[src/rtl/mips_muldiv.sv]
// Iterative multiply/divide unit holding the architectural HI/LO registers.
// A mult/div takes WIDTH RUN cycles plus one FIX cycle; MTHI/MTLO write in a single edge.
module mips_muldiv #(
  parameter int unsigned WIDTH = 32
) (
  input  logic             clkin,
  input  logic             reset,
  input  logic             start,
  input  logic [2:0]       op,
  input  logic [WIDTH-1:0] rs_data,
  input  logic [WIDTH-1:0] rt_data,
  output logic             busy,
  output logic             done,
  output logic [WIDTH-1:0] hi,
  output logic [WIDTH-1:0] lo
);

  typedef enum logic [1:0] {StIdle, StRun, StFix} state_e;

  localparam logic [5:0] LastIter = 6'(WIDTH - 1);

  state_e             state_q, state_d;
  logic [5:0]         cnt_q, cnt_d;
  logic [WIDTH-1:0]   a_q, a_d, b_q, b_d;
  logic [WIDTH-1:0]   hi_q, hi_d, lo_q, lo_d;
  logic [2*WIDTH-1:0] acc_q, acc_d;
  logic [WIDTH:0]     rem_q, rem_d;
  logic               is_div_q, is_div_d;
  logic               neg_q, neg_d;
  logic               rneg_q, rneg_d;
  logic               dz_q, dz_d;
  logic               done_q, done_d;

  logic               rs_neg, rt_neg;
  logic [WIDTH-1:0]   abs_rs, abs_rt;
  logic [WIDTH:0]     add_sum, shifted;
  logic               ge;
  logic [2*WIDTH-1:0] prod;
  logic [WIDTH-1:0]   quot, remd, dividend;

  always_comb begin
    // op[0] clear selects the signed variants (MULT/DIV)
    rs_neg   = ~op[0] & rs_data[WIDTH-1];
    rt_neg   = ~op[0] & rt_data[WIDTH-1];
    abs_rs   = rs_neg ? -rs_data : rs_data;
    abs_rt   = rt_neg ? -rt_data : rt_data;
    add_sum  = {1'b0, acc_q[2*WIDTH-1:WIDTH]} + (acc_q[0] ? {1'b0, a_q} : '0);
    shifted  = {rem_q[WIDTH-1:0], acc_q[WIDTH-1]};
    ge       = shifted >= {1'b0, b_q};
    prod     = neg_q ? -acc_q : acc_q;
    quot     = neg_q ? -acc_q[WIDTH-1:0] : acc_q[WIDTH-1:0];
    remd     = rneg_q ? -rem_q[WIDTH-1:0] : rem_q[WIDTH-1:0];
    // Re-signing the magnitude recovers the original rs_data for divide-by-zero
    dividend = rneg_q ? -a_q : a_q;
  end

  always_comb begin
    state_d  = state_q;
    cnt_d    = cnt_q;
    a_d      = a_q;
    b_d      = b_q;
    hi_d     = hi_q;
    lo_d     = lo_q;
    acc_d    = acc_q;
    rem_d    = rem_q;
    is_div_d = is_div_q;
    neg_d    = neg_q;
    rneg_d   = rneg_q;
    dz_d     = dz_q;
    done_d   = 1'b0;
    unique case (state_q)
      StIdle: begin
        if (start) begin
          if (!op[2]) begin
            a_d      = abs_rs;
            b_d      = abs_rt;
            neg_d    = rs_neg ^ rt_neg;
            rneg_d   = rs_neg;
            is_div_d = op[1];
            dz_d     = op[1] && (rt_data == '0);
            // Multiply shifts the multiplier out of the low half; divide shifts the dividend
            acc_d    = {{WIDTH{1'b0}}, (op[1] ? abs_rs : abs_rt)};
            rem_d    = '0;
            cnt_d    = '0;
            state_d  = StRun;
          end else if (!op[1]) begin
            if (op[0]) lo_d = rs_data;
            else       hi_d = rs_data;
          end
        end
      end
      StRun: begin
        cnt_d = cnt_q + 6'd1;
        if (is_div_q) begin
          rem_d             = ge ? (shifted - {1'b0, b_q}) : shifted;
          acc_d[WIDTH-1:0]  = {acc_q[WIDTH-2:0], ge};
        end else begin
          acc_d = {add_sum, acc_q[WIDTH-1:1]};
        end
        if (cnt_q == LastIter) state_d = StFix;
      end
      StFix: begin
        done_d  = 1'b1;
        state_d = StIdle;
        if (dz_q) begin
          hi_d = dividend;
          lo_d = '1;
        end else if (is_div_q) begin
          hi_d = remd;
          lo_d = quot;
        end else begin
          hi_d = prod[2*WIDTH-1:WIDTH];
          lo_d = prod[WIDTH-1:0];
        end
      end
      default: state_d = StIdle;
    endcase
  end

  always_ff @(posedge clkin or negedge reset) begin
    if (!reset) begin
      state_q  <= StIdle;
      cnt_q    <= '0;
      a_q      <= '0;
      b_q      <= '0;
      hi_q     <= '0;
      lo_q     <= '0;
      acc_q    <= '0;
      rem_q    <= '0;
      is_div_q <= 1'b0;
      neg_q    <= 1'b0;
      rneg_q   <= 1'b0;
      dz_q     <= 1'b0;
      done_q   <= 1'b0;
    end else begin
      state_q  <= state_d;
      cnt_q    <= cnt_d;
      a_q      <= a_d;
      b_q      <= b_d;
      hi_q     <= hi_d;
      lo_q     <= lo_d;
      acc_q    <= acc_d;
      rem_q    <= rem_d;
      is_div_q <= is_div_d;
      neg_q    <= neg_d;
      rneg_q   <= rneg_d;
      dz_q     <= dz_d;
      done_q   <= done_d;
    end
  end

  assign busy = (state_q != StIdle);
  assign done = done_q;
  assign hi   = hi_q;
  assign lo   = lo_q;

endmodule

[config.mk]
export PLATFORM = sky130hd
export DESIGN_NAME = mips_muldiv
export DESIGN_NICKNAME = d
export VERILOG_FILES = /design/src/rtl/mips_muldiv.sv
export SDC_FILE = /design/constraint.sdc
export NUM_CORES = 1
export LEC_CHECK = 0
export BUFFER_PORTS_ARGS = -buffer_cell sky130_fd_sc_hd__buf_2
export CAP_MARGIN = 20
export CORE_MARGIN = 2
export CORE_UTILIZATION = 55
export CTS_CLUSTER_SIZE = 40
export DETAILED_ROUTE_END_ITERATION = 6
export PLACE_DENSITY_LB_ADDON = 0.05
export SYNTH_ARGS = -nofsm -noshare
export SYNTH_HDL_FRONTEND = slang
export SYNTH_SLANG_ARGS = --single-unit
[constraint.sdc]
create_clock -name clkin -period 4.15 [get_ports clkin]
set_clock_uncertainty 0.1 [all_clocks]
set_input_delay 0.83 -clock clkin [delete_from_list [all_inputs] [get_ports clkin]]
set_output_delay 0.83 -clock clkin [all_outputs]
set_load 0.02 [all_outputs]
==> impl_summary.txt <==
----------------------------------------------------
[Run status]
  Outcome ... finished, final reports clean

[Clock network]
  Hold Buf Count CTS ... 0
  Clk Latency, worst-skew pair ... 0.59 ns
  TritonCTS clock tree ... built
  Root cell of the clock tree ... clkbuf_16
  CTS-repair resized insts ... 0
  CTS max path bufs ... 3
  Clock net sink count ... between 200 and 250
  TritonCTS Buffers ... 29
  Clock slew at reported path FFs ... 0.06 ns
  CTS H-tree lvls ... 1
  Post-CTS Repair Setup Buffers ... 0

[Worst setup path]
  Crit path max-delay cell type ... or4_1
  Cell type group with the largest total delay on the critical path ... simple AND/OR/NAND/NOR gates
  Endpoint class of the critical path ... flip-flop
  Critical path start-end classification ... flip-flop to flip-flop
  Required time reported for the critical path endpoint ... 4.51 ns
  CP bufs+invs ... 0
  Critical Path Max Stage Delay ... 0.60 ns
  Startpoint type of the worst setup path ... flip-flop
  Crit path cell chain ... or4_1 > or4_4 > nor3_2 > nand3_1 > o31ai_1 > xnor2_1 > nor2_1 > a211o_1 > a211oi_1
  Worst EP arrival ... 4.07 ns
  Peak fanout along the critical path ... 7

[STA]
  Minimum clock period after layout ... 3.70 ns
  Setup-failing EPs final ... 0
  Number of pins exceeding their max-slew limit in the final report ... 0
  RSZ-0062 raised after global routing ... false
  Headroom to the max-slew limit ... 0.314
  Achievable clock frequency ... approximately 0.27 GHz
  Final Hold Viols ... 0
  Post-route setup TNS ... 0 ns
  Post-route clock period utilization ... 0.893
  Worst hold slack after final layout ... 0.161 ns
  Worst-Margin Slew ... around 1 ns

[Logic synthesis]
  Count of unique library cells instantiated by Yosys ... 84
  Most used standard cell by instance count after synthesis ... o21ai_0
  Post-synth top area share ... 0.325
  Post-synthesis sequential area ratio ... 0.325
  Gate count of the mapped netlist ... 2224
  Post-synth top cells ... o21ai_0 (298), nand2_1 (258), dfrtp_1 (237)
  Count of yosys warnings during synthesis ... 0
  Total standard cell area after synthesis ... 0.0182 mm2
  Net count of the mapped netlist ... roughly 2400
  Total of flip-flops plus latches after synthesis ... ~240
  Top cells by area in the synthesized netlist ... dfrtp_1 (33%), o21ai_0 (8.2%), xor2_1 (5.9%), xnor2_1 (5.4%), nand2_1 (5.3%)
  Synth Flop Type ... dfrtp_1
  Synth area leader ... dfrtp_1
  Mean instance size in the synthesized netlist ... 8.20 um2
  FFs w/ async S/R, synth ... 1.00
  Number of flops mapped to enable cells by yosys ... 0

[Cells and area]
  Share of final-layout standard cells stronger than drive strength 1 ... 0.125
  Number of nets at the end of the flow ... approximately 2500
  Number of antenna repair diodes ... 0
  Cell area after layout ... 0.0205 mm2
  Seq. cell area ... 0.00593 mm2
  Combined area of the multi-input logic cells ... 0.0116 mm2
  Layout-stage area growth over the synthesis result ... 12.4%
  Final-layout fill cell count ... 2972

[Power]
  PwrDens ... around 900 mW/mm2
  Design Power ... 0.0187 W
  Worst voltage drop across the vdd grid ... 0.438 mV
  Leakage power ... 8.99 nW

[Die]
  Floorplan die height ... 186 um
  Boundary Pins ... ~140
  Cell row count ... 66
  Floorplan die area ... 0.0346 mm2
  Die width ... approximately 190 um
  Core Footprint ... 0.0326 mm2
  Initial Utilization ... 0.559

[Route]
  Number of DRC markers after the initial detailed-route iteration ... 1993
  Detailed-route DRC error count ... 0
  Count of vias placed by the detailed router ... approximately 18000
  Detail-routed net length per standard cell ... 23.7 um
  DR vias/cell ... 6.39
  Number of nets still failing antenna checks after routing ... 0
  Detailed-routing iteration count for the pre-antenna-repair pass ... 7
  Aggregate routed wire length ... 65900 um

[Placed design]
  Placed wire-length estimate after detailed placement ... 50100 um
  Routability congestion estimate ... 0.961
  Input/output buffers ... 135
  Placed instance area ... 0.0194 mm2

[Global route]
  GR Overflow Total ... 0
  Antenna violations before repair ... 3
  Vias in the first global route ... between 15000 and 20000
  Maximum number of pins on one net before global-route repair ... 108
  Total global-route track usage ... 0.380
  Global-route wire length before repair ... between 90000 and 100000 um

[Hold path]
  HP Class ... input pin to async pin

[Job]
  Max cap viols ... 0

----------------------------------------------------
[where the power goes]
group | switching [W] | leakage (nW) | internal [W]
clock network | 0.00108 | 0.526 | 0.00176
logic | 0.00646 | 5.51 | 0.00440
registers | 0.00159 | 2.95 | 0.00338
[final cells by class]
class,instances,area share
clock buffers,38,0.0400
clock inverters,16,0.0119
inverters,62,0.0113
multi-input cells,1788,0.565
flip-flops and latches,237,0.289
well taps,442,0.0270
repair buffers,191,0.0552
[kinds of logic after synthesis]
| group | Yosys count | synth area share |
|---|---|---|
| AND/OR/NAND/NOR | 692 | 0.186 |
| XOR/XNOR | 234 | 0.112 |
| flip-flops | 237 | 0.325 |
| AO/OA/AOI/OAI | 716 | 0.244 |
| multiplexers | 74 | 0.0409 |
| buffers and inverters | 199 | 0.0417 |
| adder cells (fa/ha/maj) | 72 | 0.0502 |
[placed cells by master, fill, tap and decap left out, types with 36 or more instances in the layout]
master | synthesis | layout
o31ai_1 | 55 | 55
o21ai_0 | 298 | 298
dfrtp_1 | 237 | 235
and2_1 | 36 | 36
ha_1 | 70 | 70
buf_2 | 3 | 134
xnor2_1 | 112 | 112
nor2_1 | 118 | 116
mux2i_1 | 70 | 70
nand3_1 | 74 | 74
xor2_1 | 122 | 122
inv_1 | 61 | 61
a21oi_1 | 123 | 123
nand2_1 | 258 | 257
buf_4 | 0 | 54
[layer usage]
| layer | global-route usage | vias to the layer above | part of all wire |
|---|---|---|---|
| li1 | - | 8243 | - |
| met1 | 0.548 | 8494 | 0.44 |
| met2 | 0.538 | 869 | 0.41 |
| met3 | 0.0832 | 133 | 0.10 |
| met4 | 0.178 | 0 | 0.052 |
| met5 | 0 | - | 0 |
[final timing paths]
kind                            startpoint        end  slack, ns  depth (start not counted)
worst min register to register      lo[30]     lo[30]       0.38                          1
worst min-delay path                 reset     b_q[5]       0.16                          1
worst max-delay path             acc_q[22]     hi[25]       0.45                          9
worst max register to register   acc_q[22]     hi[25]       0.45                          9
max in group asynchronous            reset  acc_q[26]       2.79                          2
min in group clkin                  lo[30]     lo[30]       0.38                          1
[registers in the layout, indices dropped and copies added, names as in the netlist]
register	cells
dz_q	1
lo	32
done	1
neg_q	1
a_q	32
rem_q	32
is_div_q	1
state_q	2
cnt_q	6
b_q	32
acc_q	64
rneg_q	1
hi	32
[through the flow]
stage          utilization  std cells  worst slack, ns
2_1_floorplan            -       2224            0.716
3_3_place_gp         0.596       2720            0.305
3_5_place_dp         0.596       2720            0.291
4_1_cts              0.629       2774            0.471
5_1_grt              0.629       2774            0.259
6_report             0.629       2774            0.445
Note: power is estimated with default switching activity, not from simulation.
